<file path="src/rtl/fwd_pkg.sv">
// Shared types and helpers for the forward-frame serializer path.
// Holds the FSM state encoding, the drop counter width and the sign-extension helper.
`timescale 1ns/1ps
package fwd_pkg;

    typedef enum logic {
        S_IDLE   = 1'b0,
        S_STREAM = 1'b1
    } fwd_state_t;

    localparam int FWD_DROP_W = 16;

    function automatic logic [63:0] sext32to64(input logic [31:0] x);
        return {{32{x[31]}}, x};
    endfunction

endpackage

</file>
<file path="src/rtl/fwd_frame_buf.sv">
// Frame buffer: number_words x data_width registers with a parallel load port and an indexed read port.
// The contents are deliberately not reset; a frame is always loaded before any word is read.
`timescale 1ns/1ps
module fwd_frame_buf #(
    parameter int number_words = 8,
    parameter int data_width   = 64,
    localparam int IDX_W       = $clog2(number_words)
) (
    input  logic                               clk,
    input  logic                               load,
    input  logic [number_words*data_width-1:0] load_data,
    input  logic [IDX_W-1:0]                   rd_idx,
    output logic [data_width-1:0]              rd_data
);

    logic [data_width-1:0] mem_q [number_words];

    always_ff @(posedge clk) begin
        if (load) begin
            for (int i = 0; i < number_words; i++) begin
                mem_q[i] <= load_data[i*data_width +: data_width];
            end
        end
    end

    assign rd_data = mem_q[rd_idx];

endmodule

</file>
<file path="src/rtl/fwd_frame_serializer.sv">
// Captures one parallel forward frame and streams it out word by word on a valid/ready master.
// Valid/ready: a word transfers in any cycle where out_valid and out_ready are both high; out_data/out_valid hold otherwise.
`timescale 1ns/1ps
module fwd_frame_serializer
    import fwd_pkg::*;
#(
    parameter int number_words = 8,
    parameter int data_width   = 64,
    parameter bit sext_lo32    = 1'b0
) (
    input  logic                               clk,
    input  logic                               rst_n,
    input  logic                               fwd_rdy,
    input  logic [number_words*data_width-1:0] fwd_data,
    output logic                               fwd_ack,
    output logic                               out_valid,
    input  logic                               out_ready,
    output logic [data_width-1:0]              out_data,
    output logic                               out_last,
    output logic                               busy,
    output logic [FWD_DROP_W-1:0]              drop_cnt
);

    localparam int IDX_W = $clog2(number_words);

    fwd_state_t             state_q, state_d;
    logic [IDX_W-1:0]       idx_q, idx_d;
    logic [FWD_DROP_W-1:0]  drop_q, drop_d;
    logic                   rdy_prev_q;

    logic                   load;
    logic                   ack_raw;
    logic                   refuse;
    logic                   hs;
    logic                   at_last;
    logic [data_width-1:0]  rd_data;
    logic [data_width-1:0]  word_proc;

    fwd_frame_buf #(
        .number_words (number_words),
        .data_width   (data_width)
    ) u_buf (
        .clk       (clk),
        .load      (load),
        .load_data (fwd_data),
        .rd_idx    (idx_q),
        .rd_data   (rd_data)
    );

    assign hs      = (state_q == S_STREAM) && out_ready;
    assign at_last = (idx_q == IDX_W'(number_words - 1));

    always_comb begin
        state_d = state_q;
        idx_d   = idx_q;
        load    = 1'b0;
        ack_raw = 1'b0;
        refuse  = 1'b0;
        drop_d  = drop_q;
        case (state_q)
            S_IDLE: begin
                if (fwd_rdy) begin
                    load    = 1'b1;
                    ack_raw = 1'b1;
                    state_d = S_STREAM;
                    idx_d   = '0;
                end
            end
            S_STREAM: begin
                if (hs) begin
                    if (at_last) begin
                        idx_d = '0;
                        // A frame offered on the final handshake is taken at once: no idle bubble.
                        if (fwd_rdy) begin
                            load    = 1'b1;
                            ack_raw = 1'b1;
                        end else begin
                            state_d = S_IDLE;
                        end
                    end else begin
                        idx_d = idx_q + IDX_W'(1);
                    end
                end
                refuse = fwd_rdy && !(hs && at_last);
            end
            default: begin
                state_d = S_IDLE;
                idx_d   = '0;
            end
        endcase
        // Only the rising edge of a refused offer counts, so a held level is one drop.
        if (refuse && !rdy_prev_q && (drop_q != '1)) begin
            drop_d = drop_q + FWD_DROP_W'(1);
        end
    end

    always_ff @(posedge clk) begin
        if (!rst_n) begin
            state_q    <= S_IDLE;
            idx_q      <= '0;
            drop_q     <= '0;
            rdy_prev_q <= 1'b0;
        end else begin
            state_q    <= state_d;
            idx_q      <= idx_d;
            drop_q     <= drop_d;
            rdy_prev_q <= fwd_rdy;
        end
    end

    assign word_proc = sext_lo32 ? data_width'(sext32to64(rd_data[31:0])) : rd_data;

    assign fwd_ack   = ack_raw && rst_n;
    assign out_valid = (state_q == S_STREAM);
    assign busy      = (state_q == S_STREAM);
    assign out_last  = out_valid && at_last;
    assign out_data  = out_valid ? word_proc : '0;
    assign drop_cnt  = drop_q;

endmodule

</file>
<file path="config.mk">
export PLATFORM = sky130hd
export DESIGN_NAME = fwd_frame_serializer
export DESIGN_NICKNAME = d
export VERILOG_FILES = /design/src/rtl/fwd_pkg.sv /design/src/rtl/fwd_frame_buf.sv /design/src/rtl/fwd_frame_serializer.sv
export SDC_FILE = /design/constraint.sdc
export NUM_CORES = 1
export LEC_CHECK = 0
export ABC_AREA = 1
export CAP_MARGIN = 40
export CORE_AREA = 2 2 235 237
export CTS_CLUSTER_DIAMETER = 150
export DETAILED_ROUTE_END_ITERATION = 10
export DIE_AREA = 0 0 237 239
export PLACE_DENSITY = 0.74
export SLEW_MARGIN = 5
export SYNTH_ARGS = -nofsm -noshare
export SYNTH_HDL_FRONTEND = slang
export SYNTH_SLANG_ARGS = --single-unit
export TNS_END_PERCENT = 10
</file>
<file path="constraint.sdc">
create_clock -name clk -period 38.7 [get_ports clk]
set_clock_uncertainty 0.1 [all_clocks]
set_input_delay 5.805 -clock clk [delete_from_list [all_inputs] [get_ports clk]]
set_output_delay 5.805 -clock clk [all_outputs]
set_load 0.05 [all_outputs]
</file>
; ---- Word-level counts from Yosys, hierarchy flattened
; Memories as Yosys holds them, arrays and structs flattened. A register that Yosys moved wholly into a read port is not among the register bits.
; Cells that the tools add are included.
; W data, S select, Z words.
[word_totals]
ff_bits = 21
ram_bits = 512
output_inout_bits = 84
n_memories = 1
[classes]
n_addsub = 2
eq_ne = 4
n_mux = 17
bitwise = 1
n_reduce_logical = 10
[memory_table]
columns = name, depth, word_bits, rd, rd_clocked_by_memory_dff, write_ports, line_no
row1 = u_buf.mem_q, 8, 64, 1, 1, 8, fwd_frame_buf.sv:16  ; logic [data_width-1:0] mem_q [number_words];
[ops]
columns = op, n
row1 = $mux W64, 1
row2 = $add A16 B1 Y16 const B, 1
row3 = $ne A16 B16 Y1 const B, 1
row4 = $mux W3, 5
row5 = $mux W1, 8
row6 = $logic_and A1 B1 Y1, 7
row7 = $pmux W3 S2, 1
row8 = $pmux W1 S2, 2
row9 = $add A3 B1 Y3 const B, 1
row10 = $eq A3 B3 Y1 const B, 1
row11 = $logic_not A1 Y1, 2
row12 = $ne A2 B1 Y1 const B, 1
row13 = $ne A2 B2 Y1 const B, 1
row14 = $reduce_and A2 Y1, 1
row15 = $not A1 Y1, 1

; ---- Depth between registers and ports, before layout
; Gate-level depths: netlist of the first run.
[logic_depth]
word_depth = 7
ltp_mapped = 10
depth_no_buf = 9

; ---- Cells and area by module
; A second synthesis of the first run with hierarchy kept.
[hier_totals]
hier_cells = 2561
area_unflattened_um2 = 24109.4
[by_module_without_submodules]
columns = module, instances, cells_each, area_each_um2, seq_area_each_um2
row1 = fwd_frame_buf, 1, 2213, 22312.6, 15374.7
row2 = fwd_frame_serializer, 1, 348, 1796.7, 420.4

; ---- Worst setup path after synthesis of the first run
; OpenSTA, ideal clock, no wires.
[synth_path]
kind = in2reg
from = in out_ready
to = mem u_buf.mem_q[0][0], enable pin
setup_ns = 1.398
arrival_ns = 27.071
t_required_ns = 37.202
slack_ns = 10.131
stages = 2
path_buffers = 0
path_cell_list = a21oi_1 nor2_1
[synth_lines]
columns = element, line_no
row1 = "start, declared", fwd_frame_serializer.sv:17  ; input logic out_ready,
row2 = "end, declared", fwd_frame_buf.sv:16

; ---- Worst setup path after layout of the first run
[layout_path]
from = in rst_n
to = out fwd_ack
[layout_via]
elab_chain_cells = 1
[layout_rtl]
columns = element, line_no
row1 = "start, declared", fwd_frame_serializer.sv:12  ; input logic rst_n,
row2 = $logic_and A1 B1 Y1, fwd_frame_serializer.sv:113  ; assign fwd_ack = ack_raw && rst_n;
row3 = "end, declared", fwd_frame_serializer.sv:15  ; output logic fwd_ack,
; Every way passes these cells.

==> results.txt, run 1 <==
Outcome: completed
Area growth from synthesis to layout: 39.26%
Rows: 86
Hold Startpoint: idx_q[1]$_SDFFE_PN0P_
Crit start category: input port
Mapped Cells: 1791
Top_reg_cell synth: edfxtp_1
Cell-internal power: 1042 uW
Post-DP HPWL: 42870 um
Syn. warnings: 0
Reg power frac: 0.502
Largest net degree at the start of global routing: 118
Crit Path Class: in -> out
Most frequent cells after synthesis: nor2_1, edfxtp_1, o21ai_0
H-tree level count: 2
Normalized max-slew margin: 0.3733
Synth Register Bits: 536
Final GP Congestion: 0.9157
Hold Fails Final Rpt: 0
Post-cts resize count: 0
Clock transition at path regs: 60 ps
Psw: 329.0 uW
Worst hold slack: 395.7 ps
Post-synth EDFFs: 512
Syn avg cell area: 11.94 um^2
Critical Path Start: rst_n
Tcrit/Tclk final: 0.3574
DRT Pass-1 Iters: 5
DR vias: 15.86k
DRC errors left: 0
Nets@finish: 2884
Core region area: 54340 um^2
Ranking of synthesized cells by area: edfxtp_1, nor2_1, o21ai_0
Initial Util: 0.3935
CP required: 32800 ps
Synth cell types: 25
Net Sw Frac: 0.2400
Filler cell count: 4441
# setup viols final: 0
Area of the multi-input gates: 4860 um^2
Top cell type's share of synthesized area: 0.7190
F_max: 72.31 MHz
PwrDens: 46.04 nW/um^2
Initial drt markers: 1194
Chip Height: 239 um
Post-layout minimum cycle time: 13830 ps
Count of port buffers added during placement: 599
Remaining Overflow, GRT: 0
Clock root buffer master: clkbuf_16
Max clock buf depth: 3
Worst Hold Class: reg -> reg
Reg-to-reg critical path startpoint: idx_q[0]$_SDFFE_PN0P_
Clock power frac: 0.366
Initial antenna violation count: 8
CTS tree: yes
Max Cap Violations: 0
Vias per inst: 5.099
First-pass GRT wire length: 91850 um
Die width: 237 um
Register area share after synthesis: 0.7415
Most frequent cell after synthesis: nor2_1
Maximum vdd drop: 0.03712 mV
Post-synthesis cell area: 21380 um^2
Least-Margin Pin Slew: 940.1 ps
Crit-path max FO: 18
Clock latency on the worst-skew pair: 580 ps
TritonCTS Buffers: 56
Ant. Diodes: 0
# IOs: 600
Post-DRT Antenna Nets: 0
Share of cells above drive strength 1: 0.04279
Leakage power: 0.01040 uW
Setup_tns: 0 ps
Syn Nets: 2311
Nature of the critical path endpoint: output pin
Die ar.: 56640 um^2
Per-cell routed wire length: 20.04 um
CP arrival: 7920 ps
Routed WL: 62340 um
Setup Buffers After CTS: 0
Final Max Slew Viols: 0
Comb pwr share: 0.132
Area leader, netlist: edfxtp_1
CTS Hold Bufs: 0
Vias in the first global route: 15.86k
RSZ-0062 raised after global routing: no
Register Area: 15870 um^2
Tot GR Track Use: 0.2128
Clock sink count: 536
Async SR Flop Fraction: 0
[power groups by stage]
| stage | logic (uW) | registers, uW | clock network, uW |
|---|---|---|---|
| 2_1_floorplan | 86.6 | 727 | 0 |
| 3_3_place_gp | 174 | 699 | 0 |
| 3_5_place_dp | 182 | 700 | 0 |
| 4_1_cts | 183 | 688 | 514 |
| 5_1_grt | 196 | 690 | 535 |
| 6_report | 181 | 688 | 502 |
[state kept, by name, summed over array words and instances, names as in the netlist, named ones only]
register / flops
busy: 1
drop_cnt: 16
u_buf.mem_q: 512
idx_q: 3
rdy_prev_q: 1
[metal layers]
| layer | wire length [um] | global-route usage |
|---|---|---|
| met2 | 31730 | 0.3769 |
| met5 | 82 | 0 |
| met1 | 22220 | 0.2367 |
| met4 | 2253 | 0.08976 |
| met3 | 6045 | 0.06663 |
[through the flow]
| stage | area (um^2) | worst slack (ps) | cells | total power, uW | util |
|---|---|---|---|---|---|
| 2_1_floorplan | 21380 | 10130 | 1791 | 813.4 | - |
| 3_3_place_gp | 27850 | 24940 | 3001 | 873.0 | 0.5125 |
| 3_5_place_dp | 28070 | 24910 | 3010 | 881.2 | 0.5166 |
| 4_1_cts | 29780 | 24920 | 3111 | 1384 | 0.5480 |
| 5_1_grt | 29780 | 24820 | 3111 | 1421 | 0.5480 |
| 6_report | 29780 | 24870 | 3111 | 1371 | 0.5480 |
[path summary, 6_finish.rpt]
path | slack [ps] | cells after the start | endpoint
min | 400 | 2 | flop
min reg2reg | 400 | 2 | flop
max reg2reg | 34510 | 9 | u_buf.mem_q[1][26]$_DFFE_PP_
max | 24870 | 4 | fwd_ack
[layout by cell type (no fill, tap or decap), types with 2 or more instances in the layout]
master	instances
nand2_1	69
nor2_1	561
clkbuf_1	15
o21ai_1	126
clkdlybuf4s50_1	599
clkinv_4	3
o21ai_0	327
clkbuf_8	3
nand3_1	9
nand4_1	2
edfxtp_1	512
ha_1	4
clkinv_1	16
xor2_1	5
dfxtp_1	20
inv_1	29
buf_4	16
buf_16	8
clkbuf_16	58
a21oi_1	7
dfxtp_4	3
clkinv_2	3
[layout make-up]
class / instances / share of cell area
clock inverters: 25 / 0.005252
flip-flops and latches: 536 / 0.5329
clock buffers: 76 / 0.05202
multi-input cells: 1115 / 0.1632
inverters: 31 / 0.004160
well taps: 704 / 0.02958
repair buffers: 624 / 0.2129
[worst max-delay path: stages]
cell and delay, ps:
clkdlybuf4s50_1 930, nand2_1 200, nor2_1 160, clkdlybuf4s50_1 820
[kinds of logic (layout without fill, tap and decap cells)]
family / Yosys count / after routing / synth area share
AO/OA/AOI/OAI: 462 / 462 / 0.1084
XOR/XNOR: 5 / 5 / 0.002048
adder cells (fa/ha/maj): 4 / 4 / 0.002341
buffers and inverters: 140 / 756 / 0.03160
flip-flops: 536 / 536 / 0.7415
AND/OR/NAND/NOR: 644 / 644 / 0.1141
Power figures use the tool's default switching activity.
==> inputs of run 2 (changes only) <==
- clock period: 38.7 -> 12.78 ns (I/O delays scaled with it)
==> results.txt, run 2 (synthesized netlist as in run 1, its figures left out) <==
CTS tree: yes
DR vias: 15.88k (+0.088%)
Final Max Slew Viols: 0 (unchanged)
Chip Height: 239 um (unchanged)
Per-cell routed wire length: 20.17 um (+0.68%)
Setup Buffers After CTS: 0 (unchanged)
PwrDens: 141.5 nW/um^2 (+210%)
Area growth from synthesis to layout: 38.91%
Vias per inst: 5.108 (+0.18%)
CP required: 10760 ps (-22040 ps)
Setup_tns: 0 ps (unchanged)
Tot GR Track Use: 0.2122 (-0.0005524)
DRC errors left: 0 (unchanged)
Post-DRT Antenna Nets: 0 (unchanged)
Die width: 237 um (unchanged)
Clock sink count: 536 (unchanged)
Hold Fails Final Rpt: 0 (unchanged)
Met2 Use GR: 0.3690 (-0.007932)
Rows: 86 (unchanged)
Crit-path max FO: 87 (+69)
GR Util met1: 0.2512 (+0.01450)
Max FFs per register: 512 (unchanged)
Inst Count DP: 3003 (-0.23%)
Post-cts resize count: 0 (unchanged)
# IOs: 600 (unchanged)
Vias in the first global route: 15.63k (-1.5%)
Maximum vdd drop: 0.1244 mV (+240%)
Max clock buf depth: 3 (unchanged)
Crit start category: flop
Commonest non-fill, non-tap cells in the layout: clkdlybuf4s50_1, nor2_1, edfxtp_1
Commonest non-fill, non-tap cell in the layout: clkdlybuf4s50_1
H-tree level count: 2 (unchanged)
Count of port buffers added during placement: 599 (unchanged)
Clock root buffer master: clkbuf_16
Filler cell count: 4387 (-1.2%)
TritonCTS Buffers: 57 (+1.8%)
RSZ-0062 raised after global routing: no
Least-Margin Pin Slew: 1086 ps (+146.3 ps)
CP arrival: 4230 ps (-3690 ps)
Nets@finish: 2878 (-0.21%)
Outcome: completed
CTS Hold Bufs: 0 (unchanged)
F_max: 160.0 MHz
Post-layout minimum cycle time: 6250 ps
Largest net degree at the start of global routing: 191 (+62%)
Core region area: 54340 um^2 (unchanged)
Post-DP HPWL: 42860 um (about the same)
Initial drt markers: 1393 (+17%)
Leakage power: 0.01037 uW (-0.31%)
Worst Hold Class: reg -> reg
First-pass GRT wire length: 91270 um (-0.63%)
Initial Util: 0.3935 (unchanged)
Most Used Layer, Global Route: met2
Most flop-heavy register: u_buf.mem_q
Final GP Congestion: 0.8837 (-3.5%)
Normalized max-slew margin: 0.2757 (-0.09755)
Max Cap Violations: 0 (unchanged)
Clock latency on the worst-skew pair: 590 ps (about the same)
Nature of the critical path endpoint: output pin
Remaining Overflow, GRT: 0 (unchanged)
# setup viols final: 0 (unchanged)
Met3 Resource Use GR: 0.06374 (-0.002887)
Tcrit/Tclk final: 0.4890
Initial antenna violation count: 4 (-4)
Clock transition at path regs: 60 ps (about the same)
Crit Path Class: reg -> out
Routed WL: 62700 um (+0.58%)
Fin cells: 3108 (-0.096%)
DRT Pass-1 Iters: 6 (+1)
Share of cells above drive strength 1: 0.04330 (+0.0005054)
Die ar.: 56640 um^2 (unchanged)
run 2: changes by cell type in the layout (fill, tap and decap cells not counted), moves of 3 or more:
cell,delta
buf_16,-6
clkinv_2,+6
buf_4,-3
bufinv_16,+3
clkbuf_1,-3
clkbuf_8,-3
clkinv_1,-3
run 2: final timing paths:
kind                         start                            to  slack [ps]  cells past startpoint
max                           flop                  out_data[33]        6530                      7
min          idx_q[1]$_SDFFE_PN0P_                          flop         380                      2
max reg2reg  idx_q[0]$_SDFFE_PN0P_  u_buf.mem_q[7][40]$_DFFE_PP_        8900                      8
min reg2reg  idx_q[1]$_SDFFE_PN0P_                          flop         380                      2
run 2: per-layer routing:
metal / part of all wire / routed length (um)
met2: 0.50 / 31410
met3: 0.099 / 6189
met5: 0.00088 / 55
met1: 0.37 / 23210
met4: 0.029 / 1825
run 2: final cells by class:
type	instances	area (um^2)	share of cell area
repair buffers	617	6193	0.2085
multi-input cells	1115	4860	0.1636
inverters	31	123.9	0.004170
clock inverters	34	300.3	0.01011
clock buffers	69	1471	0.04954
well taps	704	880.8	0.02966
diodes	2	5.005	0.0001685
flip-flops and latches	536	15870	0.5342
run 2: power by group:
part | internal (uW) | switching, uW
clock network | 901 | 675
registers | 2050 | 33.5
logic | 239 | 307
run 2: worst max-delay path, stage by stage, from the launching register on:
cell             delay (ps)
dfxtp_4                 730
buf_4                   540
buf_4                   770
o21ai_0                 200
o21ai_1                 180
nor2_1                   50
nor2_1                  250
clkdlybuf4s50_1         850
run 2: per-stage QoR:
stage                     utilization  hold WS [ps]  cell area (um^2)  worst slack, ps  power (uW)
after global placement         0.5128         365.2             27870             6839        2647
after global routing           0.5465         436.6             29700             6139        4362
after detailed placement       0.5139         367.0             27930             6805        2664
after floorplan                     -         355.0             21390             2604        2404
after CTS                      0.5465         384.0             29700             6418        4243
final                          0.5466         381.4             29700             6530        4203
==> inputs of run 3 (changes only) <==
- PLACE_DENSITY: 0.74 -> 0.77
- clock period: 12.78 -> 5 ns (I/O delays scaled with it)
==> results.txt, run 3 (synthesized netlist as in run 1, its figures left out) <==
Setup_tns: 0 ps (unchanged)
Vias in the first global route: 16.10k (+3.0%)
DRC errors left: 0 (unchanged)
Largest net degree at the start of global routing: 144 (-25%)
H-tree level count: 2 (unchanged)
F_max: 230.0 MHz
FF-to-FF setup slack: 2190 ps (-6710 ps)
Final Max Slew Viols: 0 (unchanged)
Final worst slack: 652.0 ps (-5878 ps)
Placed Area: 28120 um^2 (+0.69%)
Nets@finish: 2889 (+0.38%)
CTS Hold Bufs: 0 (unchanged)
Leakage power: 0.01048 uW (+1.1%)
Die width: 237 um (unchanged)
Crit start category: flop
CP required: 4150 ps (-6610 ps)
Maximum vdd drop: 0.2788 mV (+120%)
Vias per inst: 5.136 (+0.55%)
DR vias: 16.00k (+0.81%)
Post-layout minimum cycle time: 4348 ps
TritonCTS Buffers: 57 (unchanged)
Post-cts resize count: 0 (unchanged)
CP arrival: 3500 ps (-730 ps)
Hold Startpoint: idx_q[2]$_SDFFE_PN0P_
DRT Pass-1 Iters: 6 (unchanged)
Clock sink count: 536 (unchanged)
End of the worst register-to-register path: u_buf.mem_q[4][61]$_DFFE_PP_
Tcrit/Tclk final: 0.8696
Worst Hold Depth: 2 (unchanged)
Clock transition at path regs: 60 ps (about the same)
Least-Margin Pin Slew: 858.0 ps (-228.4 ps)
Reg-to-reg critical path startpoint: busy$_SDFF_PN0_
Placement Setup Slack: 1273 ps (-5532 ps)
Filler cell count: 4404 (+0.39%)
Nature of the critical path endpoint: output pin
Post-DRT Antenna Nets: 0 (unchanged)
R2R cell count: 6 (-2)
Tot GR Track Use: 0.2191 (+0.006885)
Routed WL: 64370 um (+2.7%)
Clock latency on the worst-skew pair: 580 ps (about the same)
Commonest non-fill, non-tap cells in the layout: clkdlybuf4s50_1, nor2_1, edfxtp_1
Max clock buf depth: 3 (unchanged)
First-pass GRT wire length: 94230 um (+3.2%)
Outcome: completed
Share of cells above drive strength 1: 0.04900 (+0.005706)
CTS tree: yes
Chip Height: 239 um (unchanged)
Core region area: 54340 um^2 (unchanged)
Final GP Congestion: 0.8787 (-0.57%)
Hold Fails Final Rpt: 0 (unchanged)
Per-cell routed wire length: 20.66 um (+2.4%)
PwrDens: 363.3 nW/um^2 (+160%)
Max FFs per register: 512 (unchanged)
Area growth from synthesis to layout: 40.06%
Initial Util: 0.3935 (unchanged)
Initial drt markers: 1273 (-8.6%)
Setup Buffers After CTS: 0 (unchanged)
Count of port buffers added during placement: 599 (unchanged)
Rows: 86 (unchanged)
Initial antenna violation count: 11 (+7)
RSZ-0062 raised after global routing: no
Remaining Overflow, GRT: 0 (unchanged)
Die ar.: 56640 um^2 (unchanged)
Post-DP HPWL: 45070 um (+5.2%)
Max Cap Violations: 0 (unchanged)
Crit-path max FO: 121 (+39%)
Crit Path Class: reg -> out
Most flop-heavy register: u_buf.mem_q
Post-route cell area: 29950 um^2 (+0.83%)
# setup viols final: 0 (unchanged)
Normalized max-slew margin: 0.4280 (+0.1523)
Worst Hold Class: reg -> reg
Clock root buffer master: clkbuf_16
# IOs: 600 (unchanged)
Commonest non-fill, non-tap cell in the layout: clkdlybuf4s50_1
[run 3: cell count changes in the layout (fill, tap and decap cells not counted), sizes merged]
cell,change
inv,-2
clkinv,-9
buf,+11
clkbuf,+4
diode,+2
bufinv,+2
[run 3: worst max path at each step]
stage                          from                          end
after floorplan           out_ready  u_buf.mem_q[0][0]$_DFFE_PP_
after global placement         flop                  out_data[1]
after detailed placement       flop                  out_data[1]
after CTS                      flop                  out_data[1]
after global routing           flop                  out_data[0]
final                          flop                  out_data[1]
[run 3: per-layer routing]
metal  vias to the layer above  GRT usage  part of all wire
met5                         -          0           0.00085
met4                         8    0.08516             0.035
met3                       149    0.06097             0.091
met2                       794     0.3902              0.51
met1                      7599     0.2500              0.36
li1                       7454          -                 -
[run 3: area by class of cell]
class                           count  area [um^2]  area share
Timing Repair Buffer              628         6376      0.2129
Sequential cell                   536        15870      0.5298
Tap cell                          704        880.8     0.02941
Inverter                           31        123.9    0.004136
Clock inverter                     25        292.8    0.009776
Antenna cell                        4        10.01   0.0003342
Multi-Input combinational cell   1115         4871      0.1626
Clock buffer                       73         1528     0.05101
[run 3: critical path, stage by stage (launching register included)]
cell and delay (ps):
dfxtp_4 610, buf_12 420, o21ai_0 210, o21ai_0 370, o21ai_0 130, nor2_1 130, clkdlybuf4s50_1 840
[run 3: report_power, final]
group | leakage (uW) | switching, uW | internal [uW]
registers | 0.00504 | 102 | 5230
clock network | 0.000894 | 1690 | 2450
logic | 0.00455 | 780 | 626
total | 0.0105 | 2570 | 8310
[run 3: per-stage QoR]
step,hold WS (ps),power [uW],instances,util
global route,451.9,11270,3114,0.5511
floorplan,355.0,6145,1791,-
detailed placement,396.8,6828,3014,0.5175
finish,422.1,10880,3116,0.5512
global placement,382.2,6790,3012,0.5167
CTS,423.8,10970,3112,0.5510
